<file path="config.mk">
export PLATFORM = sky130hd
export DESIGN_NAME = pipeline_hazard_ctrl_flat
export DESIGN_NICKNAME = d
export VERILOG_FILES = /design/src/rtl/pipeline_hazard_ctrl_pkg.sv /design/src/rtl/pipeline_hazard_ctrl_if.sv /design/src/rtl/pipeline_hazard_ctrl_hazard_detect.sv /design/src/rtl/pipeline_hazard_ctrl.sv /design/src/flat_wrapper.sv
export SDC_FILE = /design/constraint.sdc
export NUM_CORES = 1
export LEC_CHECK = 0
export CAP_MARGIN = 20
export CORE_ASPECT_RATIO = 1.4
export CORE_MARGIN = 2
export CORE_UTILIZATION = 37
export DETAILED_ROUTE_END_ITERATION = 16
export HOLD_SLACK_MARGIN = 0.06
export PLACE_DENSITY = 0.76
export SKIP_CTS_REPAIR_TIMING = 1
export SLEW_MARGIN = 20
export SYNTH_ARGS = -nofsm -noshare
export SYNTH_HDL_FRONTEND = slang
export SYNTH_SLANG_ARGS = --single-unit
</file>
<file path="constraint.sdc">
create_clock -name clock -period 2.1 [get_ports clock]
set_clock_uncertainty 0.1 [all_clocks]
set_input_delay 0.42 -clock clock [delete_from_list [all_inputs] [get_ports clock]]
set_output_delay 0.42 -clock clock [all_outputs]
set_load 0.01 [all_outputs]
</file>
<file path="src/rtl/pipeline_hazard_ctrl_pkg.sv">
// Shared definitions for the pipeline hazard controller and the control unit.
//  - hzState_e  : hazard-controller FSM state encoding
//  - ctrlOut_t  : bundle of pipeline sequencing outputs (PC enable, IF-ID flush,
//                 per-stage enables En1..3 and bubble clears reset1..3)
//  - CTRL_*     : the five output patterns the controller can present
//  - *form      : RV32I major opcodes, shared with the control unit's decode
//  - decode helpers used by the control unit to derive id_use_rs1/rs2 and ex_is_load
package pipeline_hazard_ctrl_pkg;

  typedef enum logic [1:0] {
    RUN      = 2'd0,
    LU_STALL = 2'd1
  } hzState_e;

  typedef struct packed {
    logic       pcEn;
    logic       ifidFlush;
    logic [3:1] en;
    logic [3:1] clr;
  } ctrlOut_t;

  // Reset: everything enabled and cleared so the whole pipeline holds NOPs.
  localparam ctrlOut_t CTRL_RESET    = '{pcEn: 1'b0, ifidFlush: 1'b1, en: 3'b111, clr: 3'b111};
  // Data memory busy: hold PC..EX-MEM, let WB drain with a bubble.
  localparam ctrlOut_t CTRL_FREEZE   = '{pcEn: 1'b0, ifidFlush: 1'b0, en: 3'b100, clr: 3'b100};
  // Taken branch/jump: load target, squash fetch and decode.
  localparam ctrlOut_t CTRL_REDIRECT = '{pcEn: 1'b1, ifidFlush: 1'b1, en: 3'b111, clr: 3'b001};
  // Load-use: hold PC/IF-ID, inject a bubble into stage1.
  localparam ctrlOut_t CTRL_BUBBLE   = '{pcEn: 1'b0, ifidFlush: 1'b0, en: 3'b111, clr: 3'b001};
  localparam ctrlOut_t CTRL_RUN      = '{pcEn: 1'b1, ifidFlush: 1'b0, en: 3'b111, clr: 3'b000};

  localparam logic [6:0] Iform    = 7'b0010011;
  localparam logic [6:0] Rform    = 7'b0110011;
  localparam logic [6:0] Sform    = 7'b0100011;
  localparam logic [6:0] LWform   = 7'b0000011;
  localparam logic [6:0] Brform   = 7'b1100011;
  localparam logic [6:0] UJform   = 7'b1101111;
  localparam logic [6:0] JALRform = 7'b1100111;

  function automatic logic decodeUsesRs1(input logic [6:0] op);
    return (op == Iform) || (op == Rform) || (op == Sform) ||
           (op == LWform) || (op == Brform) || (op == JALRform);
  endfunction

  function automatic logic decodeUsesRs2(input logic [6:0] op);
    return (op == Rform) || (op == Sform) || (op == Brform);
  endfunction

  function automatic logic decodeIsLoad(input logic [6:0] op);
    return op == LWform;
  endfunction

  function automatic logic decodeIsJump(input logic [6:0] op);
    return (op == UJform) || (op == JALRform);
  endfunction

endpackage

</file>
<file path="src/rtl/pipeline_hazard_ctrl_if.sv">
// Signal bundle between the pipeline datapath/control unit and the hazard
// controller.
//  master : pipeline side - drives decode/stage1/stage2 hazard inputs,
//           consumes sequencing outputs
//  slave  : hazard controller - consumes hazard inputs, drives pc_en,
//           ifid_flush, En1..3, reset1..3 and the stall_cnt debug counter
interface pipeline_hazard_ctrl_if #(
  parameter int REG_AW = 5,
  parameter int CNT_W  = 16
);
  logic [REG_AW-1:0] id_rs1;
  logic [REG_AW-1:0] id_rs2;
  logic              id_use_rs1;
  logic              id_use_rs2;
  logic [REG_AW-1:0] ex_rd;
  logic              ex_is_load;
  logic              ex_redirect;
  logic              mem_req;
  logic              mem_ready;

  logic              pc_en;
  logic              ifid_flush;
  logic              En1;
  logic              En2;
  logic              En3;
  logic              reset1;
  logic              reset2;
  logic              reset3;
  logic [CNT_W-1:0]  stall_cnt;

  modport master (
    output id_rs1, id_rs2, id_use_rs1, id_use_rs2, ex_rd, ex_is_load,
           ex_redirect, mem_req, mem_ready,
    input  pc_en, ifid_flush, En1, En2, En3, reset1, reset2, reset3, stall_cnt
  );

  modport slave (
    input  id_rs1, id_rs2, id_use_rs1, id_use_rs2, ex_rd, ex_is_load,
           ex_redirect, mem_req, mem_ready,
    output pc_en, ifid_flush, En1, En2, En3, reset1, reset2, reset3, stall_cnt
  );
endinterface

</file>
<file path="src/rtl/pipeline_hazard_ctrl_hazard_detect.sv">
// Combinational load-use hazard compare.
//  idRs1/idRs2       : source registers of the instruction in decode
//  idUseRs1/idUseRs2 : decode instruction actually reads that source
//  exRd, exIsLoad    : destination and load flag of the instruction in stage1
//  luHit             : decode needs a value stage1 has not loaded yet
// x0 is hard-wired zero, so a load targeting it never creates a dependency.
module pipeline_hazard_ctrl_hazard_detect #(
  parameter int REG_AW = 5
) (
  input  logic [REG_AW-1:0] idRs1,
  input  logic [REG_AW-1:0] idRs2,
  input  logic              idUseRs1,
  input  logic              idUseRs2,
  input  logic [REG_AW-1:0] exRd,
  input  logic              exIsLoad,
  output logic              luHit
);
  logic rs1Match;
  logic rs2Match;

  assign rs1Match = idUseRs1 && (idRs1 == exRd);
  assign rs2Match = idUseRs2 && (idRs2 == exRd);
  assign luHit    = exIsLoad && (exRd != '0) && (rs1Match || rs2Match);
endmodule

</file>
<file path="src/rtl/pipeline_hazard_ctrl.sv">
// Pipeline hazard controller for the 4-register pipeline.
// Ports:
//  clock  : single clock, all state on the rising edge
//  resetn : synchronous reset, active-high despite the name
//  hz     : slave side of pipeline_hazard_ctrl_if (hazard inputs in,
//           pc_en / ifid_flush / En1..3 / reset1..3 / stall_cnt out)
// Outputs are combinational from registered state and current inputs.
// Per-cycle priority: reset > memory wait > redirect > load-use > run.
module pipeline_hazard_ctrl
  import pipeline_hazard_ctrl_pkg::*;
#(
  parameter int REG_AW     = 5,
  parameter int LU_BUBBLES = 1,
  parameter int CNT_W      = 16
) (
  input  logic                   clock,
  input  logic                   resetn,
  pipeline_hazard_ctrl_if.slave  hz
);

  localparam logic [1:0] LU_RELOAD = 2'(LU_BUBBLES - 1);

  hzState_e         state;
  hzState_e         stateNext;
  logic [1:0]       luCnt;
  logic [1:0]       luCntNext;
  logic             luHit;
  logic             memWait;
  ctrlOut_t         ctrl;
  logic [CNT_W-1:0] stallCnt;

  function automatic logic [CNT_W-1:0] satInc(input logic [CNT_W-1:0] v);
    return (&v) ? v : v + 1'b1;
  endfunction

  pipeline_hazard_ctrl_hazard_detect #(.REG_AW(REG_AW)) uHazardDetect (
    .idRs1    (hz.id_rs1),
    .idRs2    (hz.id_rs2),
    .idUseRs1 (hz.id_use_rs1),
    .idUseRs2 (hz.id_use_rs2),
    .exRd     (hz.ex_rd),
    .exIsLoad (hz.ex_is_load),
    .luHit    (luHit)
  );

  assign memWait = hz.mem_req && !hz.mem_ready;

  always_ff @(posedge clock) begin
    if (resetn) begin
      state <= RUN;
      luCnt <= 2'd0;
    end else begin
      state <= stateNext;
      luCnt <= luCntNext;
    end
  end

  always_comb begin
    stateNext = state;
    luCntNext = luCnt;
    if (memWait) begin
      // Frozen pipeline: the pending bubble count waits with it.
      stateNext = state;
      luCntNext = luCnt;
    end else if (hz.ex_redirect) begin
      // The stalled decode instruction is squashed, so its bubbles are moot.
      stateNext = RUN;
      luCntNext = 2'd0;
    end else if (state == LU_STALL) begin
      if (luCnt == 2'd1) begin
        stateNext = RUN;
        luCntNext = 2'd0;
      end else begin
        luCntNext = luCnt - 2'd1;
      end
    end else if (luHit && (LU_BUBBLES > 1)) begin
      stateNext = LU_STALL;
      luCntNext = LU_RELOAD;
    end
  end

  always_comb begin
    ctrl = CTRL_RUN;
    if (resetn) begin
      ctrl = CTRL_RESET;
    end else if (memWait) begin
      ctrl = CTRL_FREEZE;
    end else if (hz.ex_redirect) begin
      ctrl = CTRL_REDIRECT;
    end else if ((state == LU_STALL) || luHit) begin
      ctrl = CTRL_BUBBLE;
    end
  end

  // Counts cycles the PC is held; reset cycles themselves are not counted.
  always_ff @(posedge clock) begin
    if (resetn) begin
      stallCnt <= '0;
    end else if (!ctrl.pcEn) begin
      stallCnt <= satInc(stallCnt);
    end
  end

  assign hz.pc_en      = ctrl.pcEn;
  assign hz.ifid_flush = ctrl.ifidFlush;
  assign hz.En1        = ctrl.en[1];
  assign hz.En2        = ctrl.en[2];
  assign hz.En3        = ctrl.en[3];
  assign hz.reset1     = ctrl.clr[1];
  assign hz.reset2     = ctrl.clr[2];
  assign hz.reset3     = ctrl.clr[3];
  assign hz.stall_cnt  = stallCnt;

endmodule

</file>
<file path="src/flat_wrapper.sv">
// flat-port wrapper written by rule: the top's interface ports become plain ports
module pipeline_hazard_ctrl_flat import pipeline_hazard_ctrl_pkg::*;
#(
  parameter int REG_AW     = 5,
  parameter int LU_BUBBLES = 1,
  parameter int CNT_W      = 16
)
  (clock, resetn, hz_id_rs1, hz_id_rs2, hz_id_use_rs1, hz_id_use_rs2, hz_ex_rd, hz_ex_is_load, hz_ex_redirect, hz_mem_req, hz_mem_ready, hz_pc_en, hz_ifid_flush, hz_En1, hz_En2, hz_En3, hz_reset1, hz_reset2, hz_reset3, hz_stall_cnt);
  pipeline_hazard_ctrl_if #(.REG_AW(REG_AW), .CNT_W(CNT_W)) hz_i ();
  input  logic clock;
  input  logic resetn;
  input wire logic [$bits(hz_i.id_rs1)-1:0] hz_id_rs1;
  input wire logic [$bits(hz_i.id_rs2)-1:0] hz_id_rs2;
  input wire logic [$bits(hz_i.id_use_rs1)-1:0] hz_id_use_rs1;
  input wire logic [$bits(hz_i.id_use_rs2)-1:0] hz_id_use_rs2;
  input wire logic [$bits(hz_i.ex_rd)-1:0] hz_ex_rd;
  input wire logic [$bits(hz_i.ex_is_load)-1:0] hz_ex_is_load;
  input wire logic [$bits(hz_i.ex_redirect)-1:0] hz_ex_redirect;
  input wire logic [$bits(hz_i.mem_req)-1:0] hz_mem_req;
  input wire logic [$bits(hz_i.mem_ready)-1:0] hz_mem_ready;
  output wire logic [$bits(hz_i.pc_en)-1:0] hz_pc_en;
  output wire logic [$bits(hz_i.ifid_flush)-1:0] hz_ifid_flush;
  output wire logic [$bits(hz_i.En1)-1:0] hz_En1;
  output wire logic [$bits(hz_i.En2)-1:0] hz_En2;
  output wire logic [$bits(hz_i.En3)-1:0] hz_En3;
  output wire logic [$bits(hz_i.reset1)-1:0] hz_reset1;
  output wire logic [$bits(hz_i.reset2)-1:0] hz_reset2;
  output wire logic [$bits(hz_i.reset3)-1:0] hz_reset3;
  output wire logic [$bits(hz_i.stall_cnt)-1:0] hz_stall_cnt;
  assign hz_i.id_rs1 = hz_id_rs1;
  assign hz_i.id_rs2 = hz_id_rs2;
  assign hz_i.id_use_rs1 = hz_id_use_rs1;
  assign hz_i.id_use_rs2 = hz_id_use_rs2;
  assign hz_i.ex_rd = hz_ex_rd;
  assign hz_i.ex_is_load = hz_ex_is_load;
  assign hz_i.ex_redirect = hz_ex_redirect;
  assign hz_i.mem_req = hz_mem_req;
  assign hz_i.mem_ready = hz_mem_ready;
  assign hz_pc_en = hz_i.pc_en;
  assign hz_ifid_flush = hz_i.ifid_flush;
  assign hz_En1 = hz_i.En1;
  assign hz_En2 = hz_i.En2;
  assign hz_En3 = hz_i.En3;
  assign hz_reset1 = hz_i.reset1;
  assign hz_reset2 = hz_i.reset2;
  assign hz_reset3 = hz_i.reset3;
  assign hz_stall_cnt = hz_i.stall_cnt;
  pipeline_hazard_ctrl #(.REG_AW(REG_AW), .LU_BUBBLES(LU_BUBBLES), .CNT_W(CNT_W)) u_core (.clock(clock), .resetn(resetn), .hz(hz_i));
endmodule
</file>
==> results of run 1 <==
layout make-up:
type,count,area [um^2]
Clock inverter,1,3.75
Clock buffer,3,22.5
Multi-Input combinational cell,102,748
Tap cell,36,45.0
Fill cell,196,727
Inverter,3,11.3
Sequential cell,16,333
Timing Repair Buffer,73,724
final timing paths:
path	from	to	slack (ns)
worst max-delay path	hz_ex_rd[4]	hz_pc_en	-0.05
worst min-delay path	u_core.hz.stall_cnt[4]	u_core.hz.stall_cnt[4]	0.42
worst max register to register	u_core.hz.stall_cnt[0]	u_core.hz.stall_cnt[1]	0.05
worst min register to register	u_core.hz.stall_cnt[4]	u_core.hz.stall_cnt[4]	0.42
where the power goes:
part	switching (W)	internal, W
Sequential	0.00000681	0.000309
Clock	0.0000974	0.0000692
Combinational	0.0000899	0.000126
Total	0.000194	0.000504
cells in the final DEF (no fill, tap or decap), types with 3 or more instances in the layout:
cell,synthesis,layout
dlymetal6s2s_1,0,17
o21ai_1,8,7
nor2_1,6,6
o21ai_0,3,3
or3_1,11,10
and3_1,3,3
nand4_1,3,3
a21oi_1,14,11
dfxtp_1,16,12
xnor2_1,10,8
buf_6,1,5
buf_4,3,22
a21oi_2,0,3
nand2_1,12,11
dfxtp_4,0,3
clkbuf_2,0,3
clkbuf_4,0,3
nand3_1,10,8
clkdlybuf4s50_1,0,22
inv_1,3,3
cell families (layout without fill, tap and decap cells):
kind of cell    count (synthesis)  in the layout  share of synthesized area (%)
mux                             1              1                          0.983
simple gates                   54             54                           28.9
compound gates                 34             34                           21.0
flops                          16             16                           31.4
xor+xnor                       11             11                           9.46
buf+inv                        10             80                           6.63
fa+ha+maj                       1              1                           1.23
other cells                     1              1                          0.368
layer usage:
metal	vias up	wire [um]	GRT usage, %
li1	605	-	-
met1	600	1340	21.4
met2	52	1950	41.5
met3	8	174	3.85
met4	0	104	8.93
met5	-	0	0
worst min-delay path: cells and delay by family, from the launching register on:
kind / cells / cell delay (ns)
flops: 1 / 0.35
compound gates: 2 / 0.13
through the flow:
step / cell area [um^2] / power (W) / util, %
2_1_floorplan: 1040 / 0.000403 / -
3_3_place_gp: 1660 / 0.000503 / 63.3
3_5_place_dp: 1660 / 0.000509 / 63.3
4_1_cts: 1680 / 0.000674 / 64.3
5_1_grt: 1890 / 0.000730 / 72.2
6_report: 1890 / 0.000698 / 72.2
==> summary.md, run 1 <==
| Metric | Value |
|---|---|
| Status | `finished with violations` |
| Violated checks | `negative setup slack` |
| Post-layout net count | `223` |
| Area of the core | `approximately 2600 um^2` |
| Number of global-route vias before repair | `1182` |
| Number of enable-type register cells in the synthesized netlist | `0` |
| Max stage delay on crit path | `0.54 ns` |
| Row count | `22` |
| Synth top area cells | `dfxtp_1 31%, xnor2_1 8.6%, a21oi_1 6.9%` |
| Total inserted antenna cells | `0` |
| Total routing usage reported by global routing | `21.0%` |
| Top achievable clock speed | `0.466 GHz` |
| Setup TNS after final layout | `-0.0463 ns` |
| Final hold viol count | `0` |
| Top-level port count | `47` |
| Post-Route WL | `3570 um` |
| Dpl cells | `between 200 and 250` |
| Synth warnings | `0` |
| Period utilization | `102%` |
| Worst IR Drop VDD | `401 uV` |
| Routed WL per cell | `15.3 um` |
| Cell Chain, Critical Path | `buf_6, or4_4, o21ai_4, nor2_1, a21oi_2, buf_2` |
| Largest delay contributor family on the critical path | `simple AND/OR/NAND/NOR gates` |
| Unrepaired setup endpoints after global routing | `true` |
| DRC violations left | `0` |
| Global placement routability congestion | `0.832` |
| Clock tree from TritonCTS | `done` |
| Syn Area/Cell | `7.96 um^2` |
| Number of distinct standard cells referenced by the synthesized netlist | `35` |
| Library cell occupying the most area in the post-synthesis netlist | `dfxtp_1` |
| Clock root buffer master | `clkbuf_4` |
| Clock Tree Buf Depth | `2` |
| Register clock-pin slew on the reported worst setup and hold paths | `0.09 ns` |
| Congestion Overflow GR | `0` |
| Arrival time of the worst setup path | `1.63 ns` |
| Wire length of the first global-routing pass | `5260 um` |
| Logic depth of the worst register-to-register path | `8` |
| Clock sink count | `16` |
| Most frequently used flop master after synthesis | `dfxtp_1` |
| Number of flip-flops under the largest register name | `16` |
| Final slew viol count | `0` |
| Full die area | `3190 um^2` |
| Floorplan die width | `48.3 um` |
| Number of buffers inserted during clock tree synthesis | `3` |
| Largest driver fanout on the critical path | `3` |
| Estimated wirelength of the detail-placed design | `around 2500 um` |
| Net count of the mapped netlist | `around 150` |
| Antenna Nets Post-Route | `0` |
| Slack of the critical path | `-0.0452 ns` |
| Signed area change from the synthesized netlist to the final layout | `85.4%` |
| Combined buffer and inverter count along the critical path | `2` |
| Cell type of the slowest stage on the worst timing path | `or4_4` |
| Ys async rst share | `0%` |
| Worst setup path category | `in2out` |
| # Max-Cap Violations | `0` |
| Floorplan die height | `between 60 and 70 um` |
| Post-synthesis sequential element count | `16` |
| Initial drt markers | `26` |
| Number of cells in the finished layout apart from fillers | `between 200 and 250` |
| Leakage dissipation | `0.809 nW` |
| Power Density | `approximately 370 nW/um^2` |
| Vias per std cell | `5.41` |
| Router iterations before antenna repair | `4` |
| Final setup violating endpoints | `2` |
| Number of cells on the worst hold path | `2` |
| Hold Crit Class | `reg2reg` |
| Worst slack at placement | `-0.827 ns` |
| Share of Yosys cell area claimed by the top area cell type | `31.4%` |
| Type of element launching the critical path | `input pin` |
| Insertion delay of the later-clocked pin in the worst-skew pair | `slightly below 0.3 ns` |
| Top-count cell post-synth | `dfxtp_1` |
| Initial antenna violation count | `0` |
| Portion of the post-synthesis area used by sequential elements | `about a third` |
| Data required time of the worst path | `approximately 1.6 ns` |
| Maximum number of pins on one net before global-route repair | `17` |
| Initial cell density of the core | `38.9%` |
| H-tree level count | `1` |
| Critical path depth in cells | `6` |
| Layout cells sized above 1 | `30.8%` |
| Final hold slack | `0.420 ns` |
| Synthesized cell area | `1020 um^2` |
| Final worst path period need | `2.15 ns` |
| Endpoint type of the worst setup path | `output port` |
| Top cells by count, synth | `16 x dfxtp_1, 14 x a21oi_1, 12 x nand2_1, 11 x or3_1` |
| Syn Inst Count | `around 130` |
| Port bufs | `45` |
| Vias after detailed routing | `1265` |
(Power assumes the default switching activity.)
==> inputs of run 2 (changes only) <==
- CORE_MARGIN: 2 -> 5
- TNS_END_PERCENT: default -> 1
==> run 2 against run 1 <==
- the flow still finishes with violations (negative setup slack)
- maximum frequency shrank 4.9%
- critical path type is now in2reg
- highest routed layer unchanged
- power is 0.41% higher
- register-to-register slack got worse by 0.07 ns
- die area grew 23%
- count of clock-buffer cells in the layout increased by 1
==> summary.md, run 2 (synthesis gave the netlist of run 1 again) <==
| Metric | Value |
|---|---|
| Vias per std cell | `5.39 (was 5.41)` |
| Worst setup path category | `in2reg (was in2out)` |
| Relative contribution of the clock network to total power | `25.2% (was 23.9%)` |
| Router iterations before antenna repair | `4 (unchanged)` |
| Number of global-route vias before repair | `1278 (was 1182)` |
| Dpl cells | `225 (was 224)` |
| Floorplan die width | `54.3 um (was 48.3 um)` |
| Unrepaired setup endpoints after global routing | `true (unchanged)` |
| Leading cell types in the layout, fill and taps excluded | `28 x clkdlybuf4s50_1, 21 x buf_4, 15 x dlymetal6s2s_1, 14 x dfxtp_1, 12 x nand2_1 (was 22 x clkdlybuf4s50_1, 22 x buf_4, 17 x dlymetal6s2s_1, 12 x dfxtp_1)` |
| Routed WL per cell | `15.9 um (was 15.3 um)` |
| Signed area change from the synthesized netlist to the final layout | `81.2% (was 85.4%)` |
| Area after DPL | `1650 um^2 (was 1660 um^2)` |
| Register clock-pin slew on the reported worst setup and hold paths | `0.09 ns (about the same)` |
| Insertion delay of the later-clocked pin in the worst-skew pair | `0.30 ns (was 0.29 ns)` |
| H-tree level count | `1 (unchanged)` |
| Top achievable clock speed | `0.443 GHz (was 0.466 GHz)` |
| Wire length of the first global-routing pass | `5300 um (was 5260 um)` |
| Number of cells in the finished layout apart from fillers | `233 (was 234)` |
| Type of element launching the critical path | `input pin (unchanged)` |
| Initial antenna violation count | `0 (unchanged)` |
| Gate power share | `29.2% (was 30.9%)` |
| Most common cell after layout, fill and taps aside | `clkdlybuf4s50_1` |
| Vias after detailed routing | `1257 (was 1265)` |
| Sequential power share | `45.6% (was 45.2%)` |
| DRC violations left | `0 (unchanged)` |
| Internal Dissipation | `0.000505 W (was 0.000504 W)` |
| Violated checks | `negative setup slack (unchanged)` |
| Final Util | `69.8% (was 72.2%)` |
| Clock root buffer master | `clkbuf_4 (unchanged)` |
| Number of flip-flops under the largest register name | `16 (unchanged)` |
| Top-level port count | `47 (unchanged)` |
| Congestion Overflow GR | `0 (unchanged)` |
| Arrival time of the worst setup path | `2.39 ns (was 1.63 ns)` |
| Final setup violating endpoints | `15 (was 2)` |
| Data required time of the worst path | `2.24 ns (was 1.58 ns)` |
| Clock Tree Buf Depth | `2 (unchanged)` |
| Final hold slack | `0.423 ns (was 0.420 ns)` |
| Period utilization | `107% (was 102%)` |
| Total inserted antenna cells | `0 (unchanged)` |
| Full die area | `3920 um^2 (was 3190 um^2)` |
| Fin area | `1850 um^2 (was 1890 um^2)` |
| Power Density | `380 nW/um^2 (was 370 nW/um^2)` |
| Worst IR Drop VDD | `394 uV (was 401 uV)` |
| Most repeated library cell on the critical path | `buf_4` |
| Antenna Nets Post-Route | `0 (unchanged)` |
| Status | `finished with violations (unchanged)` |
| Leakage dissipation | `0.774 nW (was 0.809 nW)` |
| Hold Crit Class | `reg2reg (unchanged)` |
| Max stage delay on crit path | `0.47 ns (was 0.54 ns)` |
| Post-Route WL | `3700 um (was 3570 um)` |
| Initial drt markers | `29 (was 26)` |
| Global placement routability congestion | `0.775 (was 0.832)` |
| Final worst path period need | `2.26 ns (was 2.15 ns)` |
| # Max-Cap Violations | `0 (unchanged)` |
| Clock tree from TritonCTS | `done (unchanged)` |
| Net Switching | `0.000196 W (was 0.000194 W)` |
| Largest driver fanout on the critical path | `7 (was 3)` |
| Slack of the critical path | `-0.155 ns (was -0.0452 ns)` |
| Estimated wirelength of the detail-placed design | `2590 um (was 2490 um)` |
| Post-layout net count | `222 (was 223)` |
| Fraction of power spent switching nets | `28.0% (was 27.8%)` |
| Clock sink count | `16 (unchanged)` |
| Final hold viol count | `0 (unchanged)` |
| Endpoint type of the worst setup path | `flip-flop (was output port)` |
| Area of the core | `2640 um^2 (was 2620 um^2)` |
| Cell Chain, Critical Path | `clkdlybuf4s50_1, xnor2_1, nand4_1, o22ai_2, buf_4, a21oi_4, buf_6, buf_4, or3_1, a21oi_1 (was buf_6, or4_4, o21ai_4, nor2_1, a21oi_2, buf_2)` |
| Layout cells sized above 1 | `26.9% (was 30.8%)` |
| Total routing usage reported by global routing | `17.8% (was 21.0%)` |
| Final slew viol count | `0 (unchanged)` |
| Maximum number of pins on one net before global-route repair | `17 (unchanged)` |
| Port bufs | `45 (unchanged)` |
| Floorplan die height | `72.1 um (was 66.1 um)` |
| Row count | `22 (unchanged)` |
| Initial cell density of the core | `38.5% (was 38.9%)` |
| Number of buffers inserted during clock tree synthesis | `3 (unchanged)` |
| Cell type of the slowest stage on the worst timing path | `clkdlybuf4s50_1 (was or4_4)` |
## run 2: cell types whose count changed in the layout (fill, tap and decap cells not counted), sizes merged
cell,before,now
clkbuf,7,4
dlymetal6s2s,17,15
clkdlybuf4s50,22,28
clkinv,1,0
buf,30,29
## run 2: worst paths after layout
path / start / to / slack (ns) / cells after the start
setup reg to reg: u_core.hz.stall_cnt[10] / u_core.hz.stall_cnt[8] / -0.02 / 8
hold / removal: u_core.hz.stall_cnt[10] / u_core.hz.stall_cnt[10] / 0.42 / 2
hold reg to reg: u_core.hz.stall_cnt[10] / u_core.hz.stall_cnt[10] / 0.42 / 2
setup / recovery: hz_id_rs2[4] / u_core.hz.stall_cnt[8] / -0.16 / 10
## run 2: critical path: cells and delay by family
| kind | cells | cell delay [ns] |
|---|---|---|
| compound gates | 3 | 0.45 |
| xor+xnor | 1 | 0.13 |
| buf+inv | 4 | 0.90 |
| simple gates | 2 | 0.48 |
## run 2: final cells by class
type,instances,area (um^2)
clock buffers,4,26.3
repair buffers,72,703
flip-flops and latches,16,328
inverters,3,11.3
multi-input cells,102,732
fillers,214,797
well taps,36,45.0
## run 2: metrics by stage
step	TNS, ns	setup WS (ns)	total power [W]
2_1_floorplan	-0.00396	-0.00396	0.000403
4_1_cts	-6.24	-0.843	0.000673
5_1_grt	-3.01	-0.275	0.000738
3_3_place_gp	-9.47	-0.765	0.000501
6_report	-1.30	-0.155	0.000701
3_5_place_dp	-10.66	-0.831	0.000506
## run 2: power by group through the flow
| stage | logic (W) | registers, W | clock network, W |
|---|---|---|---|
| detailed placement | 0.000179 | 0.000327 | 0 |
| CTS | 0.000181 | 0.000320 | 0.000173 |
| finish | 0.000205 | 0.000319 | 0.000177 |
| floorplan | 0.0000744 | 0.000329 | 0 |
| global route | 0.000222 | 0.000321 | 0.000195 |
| global placement | 0.000175 | 0.000326 | 0 |
## run 2: per-layer routing
layer / track usage, % / vias to the layer above / share of wire [%]
li1: - / 602 / -
met1: 19.1 / 571 / 36
met2: 30.8 / 68 / 53
met3: 4.31 / 16 / 7.9
met4: 9.14 / 0 / 3.7
met5: 0 / - / 0
